`src/rtl/demux_1to8_collect_pkg.sv`:
```
// Shared types and helpers for the demux_1to8_collect bit collector.
package demux_1to8_collect_pkg;

    typedef enum logic {
        COLLECT = 1'b0,
        HOLD    = 1'b1
    } state_t;

    localparam int unsigned DEMUX_WIDTH_DEFAULT = 8;
    localparam int unsigned DEMUX_MAX_WIDTH     = 64;

    // All-ones mask of the given width, right-aligned in a max-width vector.
    function automatic logic [DEMUX_MAX_WIDTH-1:0] all_ones_mask(input int unsigned width);
        logic [DEMUX_MAX_WIDTH-1:0] m;
        m = '0;
        for (int unsigned i = 0; i < DEMUX_MAX_WIDTH; i++) begin
            if (i < width) begin
                m[i] = 1'b1;
            end
        end
        return m;
    endfunction

endpackage

```
`src/rtl/demux_1to8_collect_bit_slot.sv`:
```
// demux_bit_slot: one data bit plus its "written" flag.
// With DEMUX_DUP_ERR_EN defined, a write to an already-written slot is
// dropped and flagged on dup; otherwise it simply overwrites.
module demux_bit_slot (
    input  logic clk,
    input  logic rst,
    input  logic wr,
    input  logic wr_bit,
    input  logic clr,
`ifdef DEMUX_DUP_ERR_EN
    output logic dup,
`endif
    output logic data,
    output logic mask
);

`ifdef DEMUX_DUP_ERR_EN
    assign dup = wr & mask;
`endif

    // Data/mask register: write sets the flag, clear drops it and keeps data.
    always_ff @(posedge clk or posedge rst) begin
        if (rst) begin
            data <= 1'b0;
            mask <= 1'b0;
        end else if (wr) begin
`ifdef DEMUX_DUP_ERR_EN
            if (!mask) begin
                data <= wr_bit;
                mask <= 1'b1;
            end
`else
            data <= wr_bit;
            mask <= 1'b1;
`endif
        end else if (clr) begin
            mask <= 1'b0;
        end
    end

endmodule

```
`src/rtl/demux_1to8_collect.sv`:
```
// demux_1to8_collect: steers addressed bits into a word register and hands
// the completed word downstream over valid/ready.
// Optional macro DEMUX_DUP_ERR_EN: drop duplicate writes and pulse err.
module demux_1to8_collect
    import demux_1to8_collect_pkg::*;
#(
    parameter int unsigned WIDTH = DEMUX_WIDTH_DEFAULT,
    parameter int unsigned SEL_W = $clog2(WIDTH)
) (
    input  logic             clk,
    input  logic             rst,
    input  logic             in_valid,
    output logic             in_ready,
    input  logic             in_bit,
    input  logic [SEL_W-1:0] in_sel,
    output logic             out_valid,
    input  logic             out_ready,
`ifdef DEMUX_DUP_ERR_EN
    output logic             err,
`endif
    output logic [WIDTH-1:0] out_data
);

    localparam logic [WIDTH-1:0] FULL_MASK = WIDTH'(all_ones_mask(WIDTH));

    state_t           state, state_next;
    logic             accept;
    logic             clr;
    logic [WIDTH-1:0] wr_vec;
    logic [WIDTH-1:0] data_vec;
    logic [WIDTH-1:0] mask_vec;

    assign in_ready  = (state == COLLECT);
    assign out_valid = (state == HOLD);
    assign accept    = in_valid & in_ready;
    assign clr       = out_valid & out_ready;
    assign out_data  = data_vec;

    // Decode the select into a one-hot write enable for the accepted bit.
    always_comb begin
        wr_vec = '0;
        for (int unsigned i = 0; i < WIDTH; i++) begin
            wr_vec[i] = accept && (in_sel == SEL_W'(i));
        end
    end

`ifdef DEMUX_DUP_ERR_EN
    logic [WIDTH-1:0] dup_vec;
`endif

    for (genvar g = 0; g < WIDTH; g++) begin : g_slot
        demux_bit_slot u_slot (
            .clk    (clk),
            .rst    (rst),
            .wr     (wr_vec[g]),
            .wr_bit (in_bit),
            .clr    (clr),
`ifdef DEMUX_DUP_ERR_EN
            .dup    (dup_vec[g]),
`endif
            .data   (data_vec[g]),
            .mask   (mask_vec[g])
        );
    end

`ifdef DEMUX_DUP_ERR_EN
    // One-cycle pulse following a duplicate accept.
    always_ff @(posedge clk or posedge rst) begin
        if (rst) begin
            err <= 1'b0;
        end else begin
            err <= |dup_vec;
        end
    end
`endif

    // State register.
    always_ff @(posedge clk or posedge rst) begin
        if (rst) begin
            state <= COLLECT;
        end else begin
            state <= state_next;
        end
    end

    // Next state: word complete (counting this write) -> HOLD; drained -> COLLECT.
    always_comb begin
        state_next = state;
        case (state)
            COLLECT: if (accept && ((mask_vec | wr_vec) == FULL_MASK)) state_next = HOLD;
            HOLD:    if (out_ready) state_next = COLLECT;
            default: state_next = COLLECT;
        endcase
    end

endmodule

```
`config.mk`:
```
export PLATFORM = sky130hd
export DESIGN_NAME = demux_1to8_collect
export DESIGN_NICKNAME = d
export VERILOG_FILES = /design/src/rtl/demux_1to8_collect_pkg.sv /design/src/rtl/demux_1to8_collect_bit_slot.sv /design/src/rtl/demux_1to8_collect.sv
export SDC_FILE = /design/constraint.sdc
export NUM_CORES = 1
export LEC_CHECK = 0
export ABC_AREA = 1
export BUFFER_PORTS_ARGS = -buffer_cell sky130_fd_sc_hd__clkbuf_2
export CELL_PAD_IN_SITES_DETAIL_PLACEMENT = 2
export CELL_PAD_IN_SITES_GLOBAL_PLACEMENT = 2
export CORE_MARGIN = 2
export CORE_UTILIZATION = 34
export CTS_BUF_LIST = sky130_fd_sc_hd__clkbuf_8
export CTS_CLUSTER_DIAMETER = 200
export DETAILED_ROUTE_END_ITERATION = 6
export PLACE_DENSITY_LB_ADDON = 0.1
export SYNTH_ARGS = -nofsm -noshare
export SYNTH_HDL_FRONTEND = slang
export SYNTH_SLANG_ARGS = --single-unit
```
`constraint.sdc`:
```
create_clock -name clk -period 1.9 [get_ports clk]
set_input_delay 0.19 -clock clk [delete_from_list [all_inputs] [get_ports clk]]
set_output_delay 0.19 -clock clk [all_outputs]
set_load 0.02 [all_outputs]
```
Word-level counts from Yosys, hierarchy flattened
Cells that the tools add are included.
{"block": "word_totals", "inputBits": 8, "word_cells": 59, "ff_bits": 17}
{"block": "classes", "n_bitwise": 4, "n_reduce_logical": 18, "n_eq_ne": 8, "n_mux": 12}
{"cell": "nonzero test 2 bit", "count": 8}
{"cell": "equality test 3 bit (second input constant)", "count": 4}
{"cell": "2-to-1 mux 1 bit", "count": 11}
{"cell": "logical AND 1 bit", "count": 9}
{"cell": "equality test 8 bit (second input constant)", "count": 1}
{"cell": "bitwise OR 8 bit", "count": 1}
{"cell": "equality test 3 x 2 -> 1 bit (second input constant)", "count": 2}
{"cell": "equality test 3 x 1 -> 1 bit (second input constant)", "count": 1}
{"cell": "zero test 3 bit", "count": 1}
{"cell": "AND 1 bit", "count": 2}
{"cell": "one-hot mux 1 bit (2 select lines)", "count": 1}
{"cell": "inverter 1 bit", "count": 1}

Longest topological paths before layout
{"block": "depth", "word_depth": 8, "ltp_mapped": 9, "ltp_nobuf": 9}

Modules after synthesis
A second synthesis with hierarchy kept.
{"block": "hier_totals", "hier_cells": 133, "area_unflattened_um2": 899.6}
{"module": "demux_bit_slot", "seq_area_each_um2": 50.0, "cells_per_inst": 10, "area_per_inst_um2": 80.1, "n_inst": 8}
{"module": "demux_1to8_collect", "seq_area_each_um2": 25.0, "cells_per_inst": 53, "area_per_inst_um2": 259.0, "n_inst": 1}

Worst setup path after synthesis
OpenSTA, ideal clock, no wires.
{"block": "synth_timing", "kind": "reg2reg", "startpoint": "reg state (netlist: out_valid)", "endpoint": "reg state (netlist: out_valid)", "synth_period_minus_slack_ns": 1.312, "slack_ns": 0.588, "n_path_buf": 0, "path_stages_with_launch": 8, "t_required_ns": 1.835, "arrival_ns": 1.247, "path_cell_list": "dfrtp_1 inv_1 nand3_2 o21bai_1 nand2_1 nor2_1 nand2_1 nand2_1"}
{"block": "synth_via", "elab_chain_len": 8, "word_cells_on_any_way": 15, "cone_classes": "1 x eq/ne; 2 x mux; 3 x bitwise; 9 x reduce/logical"}
{"element": "from (decl)", "line": "demux_1to8_collect.sv:26", "rtl": "state_t state, state_next;"}
{"element": "from (signal assigned)", "line": "demux_1to8_collect.sv:82", "rtl": "state <= state_next;"}
{"element": "inverter 1 bit *"}
{"element": "net in_ready", "line": "demux_1to8_collect.sv:13", "rtl": "output logic in_ready,"}
{"element": "AND 1 bit", "line": "demux_1to8_collect.sv:35", "rtl": "assign accept = in_valid & in_ready;"}
{"element": "logical AND 1 bit", "line": "demux_1to8_collect.sv:43", "rtl": "wr_vec[i] = accept && (in_sel == SEL_W'(i));"}
{"element": "bitwise OR 8 bit", "line": "demux_1to8_collect.sv:90", "rtl": "COLLECT: if (accept && ((mask_vec | wr_vec) == FULL_MASK)) state_next = HOLD;"}
{"element": "equality test 8 bit", "line": "demux_1to8_collect.sv:90"}
{"element": "logical AND 1 bit", "line": "demux_1to8_collect.sv:90"}
{"element": "2-to-1 mux 1 bit", "line": "demux_1to8_collect.sv:90"}
{"element": "one-hot mux 1 bit (2 select lines) *", "line": "demux_1to8_collect.sv:89", "rtl": "case (state)"}
{"element": "net state_next", "line": "demux_1to8_collect.sv:26"}
Mark *: on every way through the listed nets, which the timed path passes. The rest lies on a longest branch.
A chain may end at the register's enable or synchronous reset.

Final worst setup path
{"block": "layout_timing", "startpoint": "reg state (netlist: out_valid)", "endpoint": "reg state (netlist: out_valid)"}
{"block": "layout_via", "elab_chain_len": 8, "word_cells_on_any_way": 15, "cone_classes": "1 x eq/ne; 2 x mux; 3 x bitwise; 9 x reduce/logical"}
{"element": "inverter 1 bit"}
{"element": "AND 1 bit", "line": "demux_1to8_collect.sv:35"}
{"element": "logical AND 1 bit", "line": "demux_1to8_collect.sv:43"}
{"element": "bitwise OR 8 bit", "line": "demux_1to8_collect.sv:90"}
{"element": "equality test 8 bit", "line": "demux_1to8_collect.sv:90"}
{"element": "logical AND 1 bit", "line": "demux_1to8_collect.sv:90"}
{"element": "2-to-1 mux 1 bit", "line": "demux_1to8_collect.sv:90"}
{"element": "one-hot mux 1 bit (2 select lines) *", "line": "demux_1to8_collect.sv:89"}
{"element": "net state_next", "line": "demux_1to8_collect.sv:26"}
Marks and branches as above.

==> impl_metrics.json <==
{
  "path_max_fanout": 4,
  "path_buf_inv": 1,
  "r2r-start": "out_valid",
  "critPathKind": "reg2reg",
  "clock-root-buffer": "clkbuf_8",
  "synth_fp_nets": 111,
  "r2r_slack_ns": 0.66,
  "io_buffers": 17,
  "r2r_cells": 7,
  "cts_sinks": 17,
  "crit_required_ns": 2.10,
  "overflow": 0,
  "cp.arrival_ns": 1.44,
  "drive_above_1_share_pct": 21.55,
  "path_delay_family": "flip-flops",
  "powerDensity_nw_per_um2": 1369,
  "area_delta_synth_final_pct": 12.82,
  "fp.dieH_um": 53.40,
  "clk_path_buf_depth": 2,
  "cp_common_cell": "nand2_1",
  "finalMaxSlewViolations": 0,
  "setup_viol": 0,
  "tns_ns": 0,
  "syn_area_per_cell_um2": 8.054,
  "slowest_stage": "dfrtp_1",
  "yosys_warnings": 0,
  "core_um2": 2255,
  "fill_cells": 298,
  "yosys.cell_types.count": 13,
  "fin_crit_ns": 1.243,
  "grt_setup_unrepaired": "no",
  "cts_setup_buffers": 0,
  "antenna_found_initial": 0,
  "grt_pass1_wl_um": 3346,
  "worstMarginPinSlew_ns": 0.6577,
  "layout.nets": 125,
  "skew_ns": 0.003123,
  "synth_area_leaders": "dfrtp_1 51%, nand2_1 11%, inv_1 7.7%",
  "dp_hpwl_um": 1538,
  "wirelength_um": 1932,
  "ys_ff_latch": 17,
  "worstPathCellList": "inv_1, nand3_2, o21bai_1, nand2_1, nor2_1, nand2_1, nand2_1",
  "grt_max_degree": 18,
  "multi_input_area_um2": 280.3,
  "vias": 682,
  "grt_busiest_layer": "met2",
  "grt_util_met2_pct": 28.60,
  "routabilityCongestion": 0.7695,
  "die_w_um": 53.40,
  "numCtsBuffers": 3,
  "drtAntennaViolNets": 0,
  "status": "finished, final reports clean",
  "die-area_um2": 2851,
  "final_cell_mix": "24 x nand2_1, 17 x inv_1, 17 x dfrtp_1, 17 x clkbuf_2, 13 x nor2_1",
  "clk_pin_slew_ns": 0.07,
  "h-tree-depth": 1,
  "cts_resized": 0,
  "fmax_mhz": 804.4,
  "ys_seq_area_share_pct": 51.28,
  "yosysTopAreaCell": "dfrtp_1",
  "antenna_cells": 0,
  "yosysTopAreaCellShare_pct": 51.28,
  "grt.met3_usage_pct": 2.542,
  "hold_path_class": "in2async",
  "drc": 0,
  "seqCellArea_um2": 425.4,
  "post_drt_wl_per_cell_um": 13.42,
  "insertion_delay_ns": 0.26,
  "max_cap_violations": 0,
  "via_per_inst": 4.736,
  "ios": 18,
  "leakage_uw": 0.0005177,
  "grt_util_met1_pct": 21.27,
  "synthCells": 103,
  "syn_area_um2": 829.5,
  "final_hold_viol_count": 0,
  "slew_headroom_pct": 56.11,
  "rows": 17,
  "drt_pass1_iterations": 4,
  "drt_iter0_drc": 5,
  "end_kind": "flip-flop",
  "grt_pass1_vias": 729,
  "regToRegEndpoint": "out_valid",
  "finalHoldWorstSlack_ns": 0.001093,
  "initial_core_util_pct": 36.79,
  "start_kind": "flip-flop",
  "grt_use_total_pct": 16.68,
  "ir_worst_vdd_uv": 785.0,
  "cts_tree": "done",
  "layout_commonest_cell": "nand2_1",
  "cts_hold_buf": 0,
  "fin_crit_sh_pct": 65.43,
  "cp_slowest_stage_delay_ns": 0.43
}
[per-stage QoR]
step           instance area, um2  setup WS (ns)  cells  total power [uW]  util [%]
3_5_place_dp                889.6         0.6404    140              1026     39.46
6_report                    935.9         0.6569    144              1282     41.51
4_1_cts                     935.9         0.6227    144              1308     41.51
2_1_floorplan               829.5         0.5884    103             945.1         -
5_1_grt                     935.9         0.5480    144              1384     41.51
3_3_place_gp                889.6         0.6511    140             999.8     39.46
[cells in the mapped netlist]
cell	number
inv_1	17
o21bai_2	1
or2_2	1
nand2_1	24
o21bai_1	1
nor2_4	1
nor2_1	13
nand3_1	4
nand3_2	1
buf_4	8
dfrtp_1	17
o21ai_0	7
a21oi_1	8
[worst reg2reg max path, stage by stage, from the launching register on]
cell,delay (ns)
dfrtp_1,0.43
inv_1,0.15
nand3_2,0.13
o21bai_1,0.19
nand2_1,0.07
nor2_1,0.10
nand2_1,0.06
nand2_1,0.05
[kinds of logic (layout without fill, tap and decap cells)]
family	after synthesis	in the layout	share of synthesized area, %
AO/OA/AOI/OAI	17	17	11.31
flip-flops	17	17	51.28
AND/OR/NAND/NOR	44	44	22.47
buffers and inverters	25	38	14.93
[power breakdown]
part	leakage [uW]	total, uW	switching, uW	internal (uW)
sequential	0.000196	555	58.3	497
combinational	0.000296	450	288	162
clock	0.0000255	276	130	146
total	0.000518	1280	477	805
[state kept, by name (all words and copies together) (netlist names)]
name / count
out_valid: 1
g_slot.u_slot.data: 8
g_slot.u_slot.mask: 8
[cell type report]
type                            instances  share of cell area [%]
Tap cell                               28                   3.743
Clock buffer                            3                   4.412
Clock inverter                          1                  0.5348
Multi-Input combinational cell         61                   29.95
Timing Repair Buffer                   17                   9.091
Inverter                               17                   6.818
Sequential cell                        17                   45.45
[how the worst max path moves through the flow]
stage,slack (ns),start,depth (start not counted),endpoint
floorplan,0.59,out_valid,7,out_valid
global placement,0.65,out_valid,7,out_valid
detailed placement,0.64,out_valid,7,out_valid
CTS,0.62,out_valid,7,out_valid
global route,0.55,out_valid,7,out_valid
finish,0.66,out_valid,7,out_valid
[metal layers]
layer	up-vias	wire length (um)
li1	335	-
met1	332	864
met2	13	985
met3	2	59
met4	0	23
met5	-	0
No activity file was read; power rests on OpenSTA's default activity.
